===== src/rtl/i2c_reg_bank_arbiter_pkg.sv =====
// Shared types and constants for the I2C register bank / host arbiter.
package i2c_pkg;

  typedef enum logic [1:0] {
    IDLE   = 2'd0,
    ACCESS = 2'd1,
    ACK    = 2'd2
  } host_st_e;

  localparam logic I2C_DIR_WRITE = 1'b0;
  localparam logic I2C_DIR_READ  = 1'b1;

  localparam logic [7:0] OOR_RD_DEFAULT  = 8'hFF;
  localparam logic [7:0] REG_RST_DEFAULT = 8'h00;

  typedef struct packed {
    logic       we;
    logic [7:0] addr;
    logic [7:0] wdata;
  } host_req_t;

  // 9-bit compare so NUM_REGS=256 covers the full address space
  function automatic logic addr_in_range(input logic [7:0] addr, input int num_regs);
    logic [8:0] w_lim;
    w_lim = num_regs[8:0];
    return ({1'b0, addr} < w_lim);
  endfunction

endpackage


===== src/rtl/i2c_reg_bank_arbiter_if.sv =====
// Bus bundle between the register bank (slave) and its I2C slave / fabric host drivers (master).
interface i2c_reg_bank_arbiter_if;
  logic [7:0] i2c_reg_addr;
  logic [7:0] i2c_wdata;
  logic       i2c_dir;
  logic       i2c_done;
  logic [7:0] i2c_rdata;
  logic       host_req;
  logic       host_we;
  logic [7:0] host_addr;
  logic [7:0] host_wdata;
  logic       host_ack;
  logic [7:0] host_rdata;
  logic       i2c_wr_evt;
  logic [7:0] i2c_wr_evt_addr;

  modport slave (
    input  i2c_reg_addr, i2c_wdata, i2c_dir, i2c_done,
    input  host_req, host_we, host_addr, host_wdata,
    output i2c_rdata, host_ack, host_rdata, i2c_wr_evt, i2c_wr_evt_addr
  );

  modport master (
    output i2c_reg_addr, i2c_wdata, i2c_dir, i2c_done,
    output host_req, host_we, host_addr, host_wdata,
    input  i2c_rdata, host_ack, host_rdata, i2c_wr_evt, i2c_wr_evt_addr
  );
endinterface


===== src/rtl/i2c_reg_bank_arbiter_done_strobe.sv =====
// Turns the I2C slave's multi-cycle transfer-done level into one write strobe per byte.
module i2c_done_strobe
  import i2c_pkg::*;
(
  input  logic mod_clk,
  input  logic mod_rst,
  input  logic i_done,
  input  logic i_dir,
  output logic o_wr
);

  logic r_done_d;

  always_ff @(posedge mod_clk) begin
    if (mod_rst) r_done_d <= 1'b0;
    else         r_done_d <= i_done;
  end

  // rising edge of done, master-write direction only
  assign o_wr = i_done & ~r_done_d & (i_dir == I2C_DIR_WRITE);

endmodule


===== src/rtl/i2c_reg_bank_arbiter.sv =====
// Register bank shared by the I2C slave and a fabric host port; I2C writes win conflicts.
module i2c_reg_bank_arbiter
  import i2c_pkg::*;
#(
  parameter int         NUM_REGS    = 16,
  parameter logic [7:0] REG_RST_VAL = REG_RST_DEFAULT,
  parameter logic [7:0] OOR_RD_VAL  = OOR_RD_DEFAULT
) (
  input  logic                   mod_clk,
  input  logic                   mod_rst,
  i2c_reg_bank_arbiter_if.slave  bus
);

  localparam int AW = (NUM_REGS > 1) ? $clog2(NUM_REGS) : 1;

  logic [7:0]    r_regs [NUM_REGS];
  logic [7:0]    r_i2c_rdata;
  logic          r_evt;
  logic [7:0]    r_evt_addr;
  host_st_e      r_state;
  host_req_t     r_req;
  logic          r_ack;
  logic [7:0]    r_host_rdata;

  logic          w_i2c_wr;
  logic          w_i2c_in_rng;
  logic          w_host_in_rng;
  logic          w_i2c_commit;
  logic          w_host_commit;
  logic [AW-1:0] w_i2c_idx;
  logic [AW-1:0] w_host_idx;
  logic [7:0]    w_i2c_rd;
  logic [7:0]    w_host_rd;

  i2c_done_strobe u_strobe (
    .mod_clk (mod_clk),
    .mod_rst (mod_rst),
    .i_done  (bus.i2c_done),
    .i_dir   (bus.i2c_dir),
    .o_wr    (w_i2c_wr)
  );

  assign w_i2c_in_rng  = addr_in_range(bus.i2c_reg_addr, NUM_REGS);
  assign w_host_in_rng = addr_in_range(r_req.addr, NUM_REGS);
  assign w_i2c_idx     = bus.i2c_reg_addr[AW-1:0];
  assign w_host_idx    = r_req.addr[AW-1:0];

  assign w_i2c_commit  = w_i2c_wr & w_i2c_in_rng;
  // a host write stalls on any I2C strobe, even to a different or invalid address
  assign w_host_commit = (r_state == ACCESS) & r_req.we & ~w_i2c_wr & w_host_in_rng;

  assign w_i2c_rd  = w_i2c_in_rng  ? r_regs[w_i2c_idx]  : OOR_RD_VAL;
  assign w_host_rd = w_host_in_rng ? r_regs[w_host_idx] : OOR_RD_VAL;

  always_ff @(posedge mod_clk) begin
    for (int i = 0; i < NUM_REGS; i++) begin
      if (mod_rst)
        r_regs[i] <= REG_RST_VAL;
      else if (w_i2c_commit && w_i2c_idx == AW'(i))
        r_regs[i] <= bus.i2c_wdata;
      else if (w_host_commit && w_host_idx == AW'(i))
        r_regs[i] <= r_req.wdata;
    end
  end

  // Reads sample the array before this cycle's write lands
  always_ff @(posedge mod_clk) begin
    if (mod_rst) begin
      r_i2c_rdata <= REG_RST_VAL;
      r_evt       <= 1'b0;
      r_evt_addr  <= 8'h00;
    end else begin
      r_i2c_rdata <= w_i2c_rd;
      r_evt       <= w_i2c_commit;
      if (w_i2c_commit) r_evt_addr <= bus.i2c_reg_addr;
    end
  end

  always_ff @(posedge mod_clk) begin
    if (mod_rst) begin
      r_state      <= IDLE;
      r_req        <= '0;
      r_ack        <= 1'b0;
      r_host_rdata <= 8'h00;
    end else begin
      r_ack <= 1'b0;
      case (r_state)
        IDLE: begin
          if (bus.host_req) begin
            r_req   <= '{we: bus.host_we, addr: bus.host_addr, wdata: bus.host_wdata};
            r_state <= ACCESS;
          end
        end
        ACCESS: begin
          if (!r_req.we) begin
            r_host_rdata <= w_host_rd;
            r_ack        <= 1'b1;
            r_state      <= ACK;
          end else if (!w_i2c_wr) begin
            r_ack   <= 1'b1;
            r_state <= ACK;
          end
        end
        ACK:     r_state <= IDLE;
        default: r_state <= IDLE;
      endcase
    end
  end

  assign bus.i2c_rdata       = r_i2c_rdata;
  assign bus.host_ack        = r_ack;
  assign bus.host_rdata      = r_host_rdata;
  assign bus.i2c_wr_evt      = r_evt;
  assign bus.i2c_wr_evt_addr = r_evt_addr;

endmodule


===== src/flat_wrapper.sv =====
// flat-port wrapper written by rule: the top's interface ports become plain ports
module i2c_reg_bank_arbiter_flat import i2c_pkg::*;
#(
  parameter int         NUM_REGS    = 16,
  parameter logic [7:0] REG_RST_VAL = REG_RST_DEFAULT,
  parameter logic [7:0] OOR_RD_VAL  = OOR_RD_DEFAULT
)
  (mod_clk, mod_rst, bus_i2c_reg_addr, bus_i2c_wdata, bus_i2c_dir, bus_i2c_done, bus_host_req, bus_host_we, bus_host_addr, bus_host_wdata, bus_i2c_rdata, bus_host_ack, bus_host_rdata, bus_i2c_wr_evt, bus_i2c_wr_evt_addr);
  i2c_reg_bank_arbiter_if bus_i ();
  input  logic mod_clk;
  input  logic mod_rst;
  input wire logic [$bits(bus_i.i2c_reg_addr)-1:0] bus_i2c_reg_addr;
  input wire logic [$bits(bus_i.i2c_wdata)-1:0] bus_i2c_wdata;
  input wire logic [$bits(bus_i.i2c_dir)-1:0] bus_i2c_dir;
  input wire logic [$bits(bus_i.i2c_done)-1:0] bus_i2c_done;
  input wire logic [$bits(bus_i.host_req)-1:0] bus_host_req;
  input wire logic [$bits(bus_i.host_we)-1:0] bus_host_we;
  input wire logic [$bits(bus_i.host_addr)-1:0] bus_host_addr;
  input wire logic [$bits(bus_i.host_wdata)-1:0] bus_host_wdata;
  output wire logic [$bits(bus_i.i2c_rdata)-1:0] bus_i2c_rdata;
  output wire logic [$bits(bus_i.host_ack)-1:0] bus_host_ack;
  output wire logic [$bits(bus_i.host_rdata)-1:0] bus_host_rdata;
  output wire logic [$bits(bus_i.i2c_wr_evt)-1:0] bus_i2c_wr_evt;
  output wire logic [$bits(bus_i.i2c_wr_evt_addr)-1:0] bus_i2c_wr_evt_addr;
  assign bus_i.i2c_reg_addr = bus_i2c_reg_addr;
  assign bus_i.i2c_wdata = bus_i2c_wdata;
  assign bus_i.i2c_dir = bus_i2c_dir;
  assign bus_i.i2c_done = bus_i2c_done;
  assign bus_i.host_req = bus_host_req;
  assign bus_i.host_we = bus_host_we;
  assign bus_i.host_addr = bus_host_addr;
  assign bus_i.host_wdata = bus_host_wdata;
  assign bus_i2c_rdata = bus_i.i2c_rdata;
  assign bus_host_ack = bus_i.host_ack;
  assign bus_host_rdata = bus_i.host_rdata;
  assign bus_i2c_wr_evt = bus_i.i2c_wr_evt;
  assign bus_i2c_wr_evt_addr = bus_i.i2c_wr_evt_addr;
  i2c_reg_bank_arbiter #(.NUM_REGS(NUM_REGS), .REG_RST_VAL(REG_RST_VAL), .OOR_RD_VAL(OOR_RD_VAL)) u_core (.mod_clk(mod_clk), .mod_rst(mod_rst), .bus(bus_i));
endmodule

===== config.mk =====
export PLATFORM = sky130hd
export DESIGN_NAME = i2c_reg_bank_arbiter_flat
export DESIGN_NICKNAME = d
export VERILOG_FILES = /design/src/rtl/i2c_reg_bank_arbiter_pkg.sv /design/src/rtl/i2c_reg_bank_arbiter_if.sv /design/src/rtl/i2c_reg_bank_arbiter_done_strobe.sv /design/src/rtl/i2c_reg_bank_arbiter.sv /design/src/flat_wrapper.sv
export SDC_FILE = /design/constraint.sdc
export NUM_CORES = 1
export LEC_CHECK = 0
export CORE_MARGIN = 2
export CORE_UTILIZATION = 25
export DETAILED_ROUTE_END_ITERATION = 12
export HOLD_SLACK_MARGIN = 0.12
export SYNTH_ARGS = -nofsm -noshare
export SYNTH_HDL_FRONTEND = slang
export SYNTH_SLANG_ARGS = --single-unit

===== constraint.sdc =====
create_clock -name mod_clk -period 2.7 [get_ports mod_clk]
set_input_delay 0.54 -clock mod_clk [delete_from_list [all_inputs] [get_ports mod_clk]]
set_output_delay 0.54 -clock mod_clk [all_outputs]
set_load 0.03 [all_outputs]

==> summary.txt, run 1 <==
Logic synthesis
  • Cell taking the most area after synthesis: edfxtp_1
  • Register area share after synthesis: 50.9%
  • Ys async rst share: 0%
  • Mapped Cells: 769
  • Ys Warns: 0
  • Synth area leaders: edfxtp_1 (40%), mux4_2 (12%), dfxtp_1 (11%)
  • Syn nets: 807
  • Cell with the most instances after synthesis: edfxtp_1
  • Top FF cell, synth: edfxtp_1
  • Most frequent cells after synthesis: edfxtp_1 (128), nand2_1 (96), a32o_1 (64)
  • Mean Syn Cell Area: 12.4 um^2
  • Synth Cell Area: 9530 um^2
  • Flop and latch count out of synthesis: 178
  • Netlist cell types: 49
  • Synth top area share: 40.3%
  • Post-synth EDFFs: 128

Clocking
  • CTS tree: built
  • Worst skew pair latency: 0.45 ns
  • CTS Sinks: 178
  • Root Buffer: clkbuf_16
  • Cts hold-fix bufs: 0
  • CTS buffer count: 17
  • Buffer depth of the longest clock path: 2
  • Setup repair bufs after CTS: 0
  • PostCTS Resize Cnt: 0
  • Worst-path clk slew: 0.08 ns
  • H-tree depth: 4

Layout
  • Nets@finish: 920
  • # diodes: 0
  • Fill cells: 3756
  • Final design utilization: 31.9%
  • Share of cells above drive strength 1: 24.5%
  • Area grow syn2layout: 26.0%
  • Design area: 12000 um^2

GRT
  • Initial antenna violation count: 0
  • Pin count of the biggest net entering global routing: 43
  • First-pass GRT wire length: 51800 um
  • Grt ovf: 0
  • Number of global-route vias before repair: 7543
  • Total Routing Usage GR: 18.3%

Power and ir drop
  • Worst VDD drop: 462 uV
  • Leakage: 4.05 nW
  • Share of power burned in registers: 48.9%
  • Clk network pwr share: 37.9%
  • Total power: 0.00649 W
  • Psw: 0.00184 W
  • Combinational fraction of design power: 13.3%
  • Sw Ratio: 28.4%
  • Pwr dens: 541 nW/um^2
  • Int Pwr: 0.00465 W

Setup path
  • CP max FO: 8
  • Startpoint Class: input port
  • Crit path kind: input port to flop
  • Crit path DAT: 2.56 ns
  • Crit path cell chain: clkdlybuf4s50_1, or3b_2, or4_1, buf_4, o211ai_1, buf_4
  • CP required: 2.86 ns
  • Slowest-stage cell, CP: or4_1
  • Worst path bufs/invs: 3
  • Most used cell, CP: buf_4
  • Setup crit end kind: flop
  • Critical Path Max Stage Delay: 0.49 ns
  • Crit-path leading delay family: simple AND/OR/NAND/NOR gates

Place
  • Gp weighted congestion: 0.966
  • DP Wirelength: 26300 um
  • Worst slack, placed: -0.166 ns
  • Placement Cell Area: 11400 um^2
  • Buffers on Ports: 63

Route
  • Drt initial violations: 1056
  • Routed via count divided by cell count: 5.62
  • DRC: 0
  • Drt total wl: 35600 um
  • WL per Instance: 25.4 um
  • Vias: 7906
  • Antenna Violating Nets Remaining: 0
  • DRT Pass-1 Iters: 5

STA
  • Max transition margin: 34.8%
  • RSZ-0062 raised after global routing: false
  • Max-slew violation count: 0
  • Final min period: 2.40 ns
  • Tcrit/Tclk final: 89.0%
  • Post-route setup slack: 0.298 ns
  • Worst-Margin Slew: 0.975 ns
  • Final setup viols: 0
  • Fmax: 0.416 GHz
  • Layout Skew: 0.0148 ns
  • Hold Fails Final Rpt: 0
  • Post-Route Setup TNS: 0 ns

Flow run
  • Max-cap violation count: 0

Die
  • Core Rows: 71
  • Core Area: 37600 um^2
  • Starting Density: 25.4%
  • Io pins: 64
  • Die Width: 199 um
  • DIE AREA: 39700 um^2
  • Chip height: 199 um

Status
  • Status: complete, no violations

Hold path
  • Worst hold path type: input port to flop
[cell families after synthesis]
family | count (synthesis) | share of synthesized area (%)
buffers and inverters | 78 | 3.72
muxes | 92 | 16.6
DFF | 178 | 50.9
AOI/OAI and AO/OA | 236 | 18.9
and+or+nand+nor | 185 | 9.90
[sequential cells by signal, indices dropped and copies added (netlist names), named ones only]
register,flops
u_core.r_req,17
u_core.bus.host_rdata,8
u_core.r_state,2
u_core.bus.i2c_rdata,8
u_core.r_regs,128
u_core.bus.i2c_wr_evt_addr,8
u_core.bus.host_ack,1
u_core.u_strobe.r_done_d,1
u_core.bus.i2c_wr_evt,1
[metrics by stage]
step	hold WS [ns]	std cells
finish	0.407	1406
global route	0.416	1406
CTS	0.393	1406
detailed placement	0.448	1374
global placement	0.444	1374
floorplan	0.436	769
[cell usage in the layout, fill, tap and decap left out, types with 9 or more instances in the layout]
cell type	netlist	layout
buf_12	0	17
or2_2	9	9
a221o_1	12	12
a31oi_1	12	12
dfxtp_1	50	49
clkdlybuf4s50_1	0	60
o21ai_1	12	13
mux2i_1	32	32
a32o_1	64	64
o22ai_1	24	24
mux4_2	52	52
edfxtp_1	128	128
nor2b_1	9	9
buf_4	0	82
o2bb2ai_1	16	16
nor2_1	21	21
clkbuf_16	0	17
o21ai_0	21	20
a211oi_1	10	10
a21oi_1	38	38
nand2_1	96	96
nor3_1	10	10
inv_1	9	9
[tightest hold or removal path, delay by kind of cell]
kind                   cells  cell delay [ns]
AO/OA/AOI/OAI              1             0.05
AND/OR/NAND/NOR            1             0.07
buffers and inverters      1             0.16
[routing by layer]
layer  GRT usage [%]  part of all wire, %  vias to the layer above
met1            24.2                   40                     3888
met4            8.54                  4.3                        0
li1                -                    -                     3355
met5               0                    0                        -
met3            4.59                   11                       79
met2            27.9                   45                      584
[layout make-up]
cell class / count / area (um^2) / share of cell area [%]
repair buffers: 162 / 1570 / 13.1
multi-input cells: 513 / 4330 / 36.1
well taps: 511 / 639 / 5.33
inverters: 10 / 37.5 / 0.313
clock buffers: 18 / 429 / 3.58
flip-flops and latches: 178 / 4850 / 40.4
clock inverters: 14 / 141 / 1.18
[power groups by stage]
stage / sequential (W) / combinational, W / clock [W]
floorplan: 0.00316 / 0.000454 / 0
global placement: 0.00322 / 0.000843 / 0
detailed placement: 0.00322 / 0.000846 / 0
CTS: 0.00316 / 0.000849 / 0.00250
global route: 0.00317 / 0.000902 / 0.00260
finish: 0.00317 / 0.000860 / 0.00246
[worst paths after layout]
check	start	endpoint	slack, ns	cells after the start
worst min-delay path	bus_i2c_reg_addr[0]	u_core.bus.i2c_wr_evt_addr[0]	0.41	3
worst min register to register	u_core.bus.i2c_wr_evt_addr[0]	u_core.bus.i2c_wr_evt_addr[0]	0.46	2
worst max-delay path	bus_i2c_done	u_core.r_regs[12][7]	0.30	6
worst max register to register	u_core.r_req[12]	u_core.r_regs[7][1]	0.40	5
Note: power is estimated with default switching activity, not from simulation.
==> inputs of run 2 (changes only) <==
Settings changed: PLACE_DENSITY set to 0.38.
Clock period 2.7 ns to 2.9 ns, I/O delays scaled along.
==> run 2 against run 1 <==
- critical endpoint is now u_core.r_regs[8][2]
- first-iteration DRC count shrank 34%
- power decreased by 5.2%
- via count down 3.0%
- clock skew is essentially flat
- die area unchanged
- highest routed layer unchanged
- largest power group unchanged
- hold slack gained 0.040 ns
- combinational power is 4.8% lower
- clock-buffer cell count fell by 1
- worst setup slack better by 0.15 ns
- core utilization is 0.25 points higher
- cell area increased by 0.79%
- global-route usage up 1.7 points
==> summary.txt, run 2 (synthesis gave the netlist of run 1 again) <==
Setup path
  • CP required: 3.06 ns (+0.20 ns)
  • Critical Path Max Stage Delay: 0.49 ns (about the same)
  • R2R Setup Slk: 0.55 ns (+0.15 ns)
  • Most used cell, CP: buf_4
  • CP max FO: 8 (unchanged)
  • R2R depth: 5 (unchanged)
  • Crit-path leading delay family: simple AND/OR/NAND/NOR gates
  • Crit path kind: input port to flop
  • End of the critical path: u_core.r_regs[8][2]
  • Startpoint Class: input port
  • Crit path DAT: 2.61 ns (+0.05 ns)
  • Crit. Startpoint: bus_i2c_done
  • Crit path cell chain: clkdlybuf4s50_1, or3b_2, or4_1, buf_4, o211ai_1, buf_4
  • Slowest-stage cell, CP: clkdlybuf4s50_1
  • Worst path bufs/invs: 3 (unchanged)
  • RR Endpoint: u_core.r_regs[11][2]
  • Setup crit end kind: flop
  • Worst path depth: 6 (unchanged)
  • Reg2reg start: u_core.r_req[12]

Die
  • Core Rows: 71 (unchanged)
  • Io pins: 64 (unchanged)
  • Chip height: 199 um (unchanged)
  • Die Width: 199 um (unchanged)
  • DIE AREA: 39700 um^2 (unchanged)
  • Core Area: 37600 um^2 (unchanged)
  • Starting Density: 25.4% (unchanged)

Layout
  • Fill cells: 3748 (-0.21%)
  • # diodes: 0 (unchanged)
  • Max reg flops: 128 (unchanged)
  • Final design utilization: 32.2% (+0.25 points)
  • Largest regs: u_core.r_regs: 128 flops, u_core.r_req: 17 flops
  • Share of cells above drive strength 1: 24.9% (+0.42 points)
  • Nets@finish: 925 (+0.54%)
  • Non-filler instance count after layout: 1411 (+0.36%)
  • Most common cell after layout, fill and taps aside: edfxtp_1
  • Commonest non-fill, non-tap cells in the layout: edfxtp_1 (128), nand2_1 (96), buf_4 (84)
  • Largest Register: u_core.r_regs
  • Design area: 12100 um^2 (+0.79%)
  • Area grow syn2layout: 27.0%

STA
  • Max transition margin: 41.4% (+6.6 points)
  • Hold Fails Final Rpt: 0 (unchanged)
  • Tcrit/Tclk final: 84.4%
  • Layout Skew: 0.0147 ns (-0.000143 ns)
  • Final setup viols: 0 (unchanged)
  • Max-slew violation count: 0 (unchanged)
  • Final min period: 2.45 ns
  • Post-Route Setup TNS: 0 ns (unchanged)
  • RSZ-0062 raised after global routing: false
  • Fmax: 0.408 GHz
  • Worst-Margin Slew: 0.876 ns (-0.0987 ns)

GRT
  • Initial antenna violation count: 0 (unchanged)
  • Total Routing Usage GR: 19.9% (+1.7 points)
  • Grt ovf: 0 (unchanged)
  • Pin count of the biggest net entering global routing: 42 (-2.3%)
  • Number of global-route vias before repair: 7735 (+2.5%)
  • First-pass GRT wire length: 55600 um (+7.3%)

Place
  • Placement Cell Area: 11500 um^2 (+0.74%)
  • Inst Count DP: 1379 (+0.36%)
  • Gp weighted congestion: 0.830 (-14%)
  • Buffers on Ports: 63 (unchanged)
  • DP Wirelength: 28700 um (+8.8%)

Clocking
  • CTS buffer count: 17 (unchanged)
  • Root Buffer: clkbuf_16
  • Worst skew pair latency: 0.45 ns (about the same)
  • Buffer depth of the longest clock path: 2 (unchanged)
  • Setup repair bufs after CTS: 0 (unchanged)
  • CTS tree: built
  • PostCTS Resize Cnt: 0 (unchanged)
  • CTS Sinks: 178 (unchanged)
  • Worst-path clk slew: 0.07 ns (about the same)
  • H-tree depth: 4 (unchanged)
  • Cts hold-fix bufs: 0 (unchanged)

Route
  • Vias: 7671 (-3.0%)
  • WL per Instance: 27.2 um (+7.2%)
  • DRT Pass-1 Iters: 7 (+2)
  • Antenna Violating Nets Remaining: 0 (unchanged)
  • Drt total wl: 38400 um (+7.6%)
  • Drt initial violations: 701 (-34%)
  • Routed via count divided by cell count: 5.44 (-3.3%)
  • DRC: 0 (unchanged)

Power and ir drop
  • Leakage: 4.10 nW (+1.2%)
  • Worst VDD drop: 388 uV (-16%)
  • Total power: 0.00615 W (-5.2%)
  • Pwr dens: 508 nW/um^2 (-6.0%)

Flow run
  • Max-cap violation count: 0 (unchanged)

Status
  • Status: complete, no violations

Hold path
  • Worst hold path type: input port to flop
-- run 2: cell types whose count changed in the layout (fill, tap and decap cells not counted), moves of 2 or more --
cell,previous run,this run
buf_12,17,20
buf_4,82,84
bufinv_16,0,2
clkinv_1,0,2
clkinv_2,1,3
clkinv_8,2,0
inv_8,3,1
-- run 2: worst min path at each step --
stage	from	endpoint	slack, ns	depth (start not counted)
finish	bus_i2c_reg_addr[1]	u_core.bus.i2c_wr_evt_addr[1]	0.45	3
detailed placement	u_core.bus.i2c_wr_evt_addr[3]	u_core.bus.i2c_wr_evt_addr[3]	0.45	2
CTS	bus_i2c_reg_addr[1]	u_core.bus.i2c_wr_evt_addr[1]	0.43	3
floorplan	u_core.r_req[15]	u_core.r_req[15]	0.44	2
global route	bus_i2c_reg_addr[1]	u_core.bus.i2c_wr_evt_addr[1]	0.46	3
global placement	u_core.r_req[14]	u_core.r_req[14]	0.45	2
-- run 2: area by class of cell --
class / count / area, um^2 / share of cell area [%]
flip-flops and latches: 178 / 4850 / 40.1
inverters: 10 / 37.5 / 0.310
multi-input cells: 513 / 4340 / 35.9
clock buffers: 17 / 425 / 3.52
clock inverters: 15 / 155 / 1.28
well taps: 511 / 639 / 5.29
repair buffers: 167 / 1650 / 13.6
-- run 2: worst register-to-register path, cell delays in order, from the launching register on --
cell,delay [ns]
dfxtp_1,0.31
or4_4,0.57
or4b_4,0.58
nor2_8,0.20
a221o_1,0.24
buf_12,0.14
-- run 2: layer usage --
metal | routed length (um) | vias to the layer above | GRT usage (%)
li1 | - | 3356 | -
met1 | 17600 | 3968 | 27.4
met2 | 18000 | 294 | 32.2
met3 | 1900 | 53 | 3.09
met4 | 887 | 0 | 6.11
met5 | 0 | - | 0
-- run 2: power by group --
part	internal [W]	switching [W]
Sequential	0.00282	0.000132
Combinational	0.000368	0.000451
Clock	0.00128	0.00110
Total	0.00447	0.00168
-- run 2: stage by stage --
| step | hold slack, ns | setup slack, ns |
|---|---|---|
| floorplan | 0.436 | 0.0481 |
| CTS | 0.435 | 0.469 |
| global placement | 0.448 | -0.00916 |
| global route | 0.458 | 0.365 |
| finish | 0.447 | 0.451 |
| detailed placement | 0.451 | -0.00887 |
==> inputs of run 3 (changes only) <==
Settings changed: PLACE_DENSITY 0.38 to 0.4.
Clock period 2.9 ns to 2.05 ns, I/O delays scaled along.
==> run 3 against run 2 <==
- the flow now finishes with violations (setup timing)
- clock-buffer cell count did not move
- hold slack got worse by 0.092 ns
- wire length rose by 2.4%
- sequential cell count did not move
- non-clock buffer count rose by 47
- sequential power rose by 40%
- cell area rose by 8.1%
- register-to-register slack got worse by 0.79 ns
- die area did not move
- highest routed layer is now met5
==> summary.txt, run 3 (synthesis gave the netlist of run 1 again) <==
Layout
  • Largest regs: u_core.r_regs: 128 flops, u_core.r_req: 17 flops
  • Design area: 13100 um^2 (+8.1%)
  • Nets@finish: 972 (+5.1%)
  • Area of the multi-input gates: 4800 um^2 (+10%)
  • Max reg flops: 128 (unchanged)
  • Area grow syn2layout: 37.2%
  • Most common cell after layout, fill and taps aside: edfxtp_1
  • Non-filler instance count after layout: 1458 (+3.3%)
  • Largest Register: u_core.r_regs
  • Fill cells: 3703 (-1.2%)
  • Share of cells above drive strength 1: 35.6% (+11 points)
  • Commonest non-fill, non-tap cells in the layout: edfxtp_1 (128), buf_4 (114), nand2_1 (79)
  • # diodes: 0 (unchanged)
  • Register Area: 4850 um^2 (about the same)

Clocking
  • Worst skew pair latency: 0.46 ns (about the same)
  • CTS Sinks: 178 (unchanged)
  • Buffer depth of the longest clock path: 2 (unchanged)
  • Cts hold-fix bufs: 0 (unchanged)
  • CTS buffer count: 17 (unchanged)
  • Worst-path clk slew: 0.08 ns (about the same)
  • Root Buffer: clkbuf_16
  • H-tree depth: 4 (unchanged)
  • CTS tree: built

Setup path
  • Crit path cell chain: or4_4, or4b_4, nor2_8, a221o_1, buf_12
  • Critical Path Max Stage Delay: 0.57 ns (+0.08 ns)
  • Crit path kind: flop to flop
  • Slowest-stage cell, CP: or4b_4
  • CP required: 2.22 ns (-0.84 ns)
  • Crit path DAT: 2.45 ns (-0.16 ns)
  • Startpoint Class: flop
  • R2R Setup Slk: -0.24 ns (-0.79 ns)
  • CP max FO: 8 (unchanged)
  • Setup crit end kind: flop

Die
  • Die Width: 199 um (unchanged)
  • Chip height: 199 um (unchanged)
  • Starting Density: 25.4% (unchanged)
  • Io pins: 64 (unchanged)
  • Core Rows: 71 (unchanged)
  • Core Area: 37600 um^2 (unchanged)
  • DIE AREA: 39700 um^2 (unchanged)

Power and ir drop
  • Pwr dens: 681 nW/um^2 (+34%)
  • Combinational fraction of design power: 15.0% (+1.7 points)
  • Int Pwr: 0.00634 W (+42%)
  • Total power: 0.00890 W (+45%)
  • Psw: 0.00257 W (+53%)
  • Clk network pwr share: 38.5% (about the same)
  • Worst VDD drop: 591 uV (+53%)
  • Leakage: 4.65 nW (+13%)
  • Share of power burned in registers: 46.5% (-1.5 points)
  • Sw Ratio: 28.8% (+1.5 points)

STA
  • Max-slew violation count: 0 (unchanged)
  • Layout Skew: 0.0143 ns (-0.000406 ns)
  • Fmax: 0.438 GHz
  • Tcrit/Tclk final: 111%
  • RSZ-0062 raised after global routing: true
  • Worst-Margin Slew: 0.585 ns (-0.291 ns)
  • Post-route setup slack: -0.235 ns (-0.686 ns)
  • Hold Fails Final Rpt: 0 (unchanged)
  • Max transition margin: 60.9% (+20 points)
  • Final setup viols: 212 (+212)
  • Final min period: 2.29 ns

Route
  • WL per Instance: 27.0 um (-0.86%)
  • Routed via count divided by cell count: 5.40 (-0.76%)
  • Vias: 7866 (+2.5%)
  • Drt total wl: 39300 um (+2.4%)
  • Antenna Violating Nets Remaining: 0 (unchanged)
  • Drt initial violations: 786 (+12%)
  • DRT Pass-1 Iters: 5 (-2)
  • DRC: 0 (unchanged)

Place
  • Worst slack, placed: -0.708 ns (-0.699 ns)
  • Placement Cell Area: 11900 um^2 (+3.5%)
  • DP Wirelength: 29600 um (+3.4%)
  • Inst Count DP: 1420 (+3.0%)
  • Gp weighted congestion: 0.884 (+6.5%)
  • Buffers on Ports: 63 (unchanged)

Status
  • Failing checks: setup timing
  • Status: finished, violations left

Hold path
  • Worst hold path type: input port to flop

GRT
  • Pin count of the biggest net entering global routing: 42 (unchanged)
  • Number of global-route vias before repair: 7607 (-1.7%)
  • First-pass GRT wire length: 55700 um (+0.21%)
  • Grt ovf: 0 (unchanged)
  • Total Routing Usage GR: 20.1% (+0.21 points)
  • Initial antenna violation count: 1 (+1)

Flow run
  • Max-cap violation count: 0 (unchanged)
[run 3: path summary, 6_finish.rpt]
check                                startpoint                             to  cells past startpoint
setup reg to reg               u_core.r_req[12]            u_core.r_regs[7][2]                      5
hold / removal                     bus_i2c_done       u_core.u_strobe.r_done_d                      2
hold reg to reg   u_core.bus.i2c_wr_evt_addr[0]  u_core.bus.i2c_wr_evt_addr[0]                      2
setup / recovery               u_core.r_req[12]            u_core.r_regs[7][2]                      5
[run 3: per-layer routing]
layer  part of all wire (%)  GRT usage, %
met2                     47          32.5
met5                  0.023             0
met1                     45          27.4
met3                    6.4          4.39
met4                    1.6          4.89
[run 3: power by group through the flow]
stage / combinational [W] / sequential (W) / clock [W]
6_report: 0.00133 / 0.00414 / 0.00343
3_3_place_gp: 0.00129 / 0.00422 / 0
5_1_grt: 0.00140 / 0.00415 / 0.00360
2_1_floorplan: 0.000602 / 0.00417 / 0
4_1_cts: 0.00130 / 0.00414 / 0.00348
3_5_place_dp: 0.00129 / 0.00421 / 0
[run 3: timing repair]
item                       in CTS  in global routing
setup buffers                   5                  3
gates resized for setup        51                 65
setup endpoints to repair     255                252
pin swaps                      28                 33
gates cloned                    1                  0
[run 3: layout make-up]
cell class	count	area share (%)
flip-flops and latches	178	37.1
well taps	511	4.89
clock inverters	15	1.27
clock buffers	17	3.25
inverters	10	0.287
multi-input cells	513	36.7
repair buffers	214	16.5
[run 3: stage by stage]
stage / TNS, ns / hold WS [ns] / utilization [%]
detailed placement: -147.43 / 0.449 / 31.7
global placement: -146.16 / 0.445 / 31.7
global route: -42.57 / 0.377 / 34.8
floorplan: -26.81 / 0.436 / -
CTS: -29.41 / 0.340 / 33.8
finish: -30.95 / 0.354 / 34.8
[run 3: worst max-delay path: cells and delay by family, from the launching register on]
| family | cells | cell delay [ns] |
|---|---|---|
| AO/OA/AOI/OAI | 1 | 0.22 |
| flip-flops | 1 | 0.32 |
| buffers and inverters | 1 | 0.14 |
| AND/OR/NAND/NOR | 3 | 1.30 |
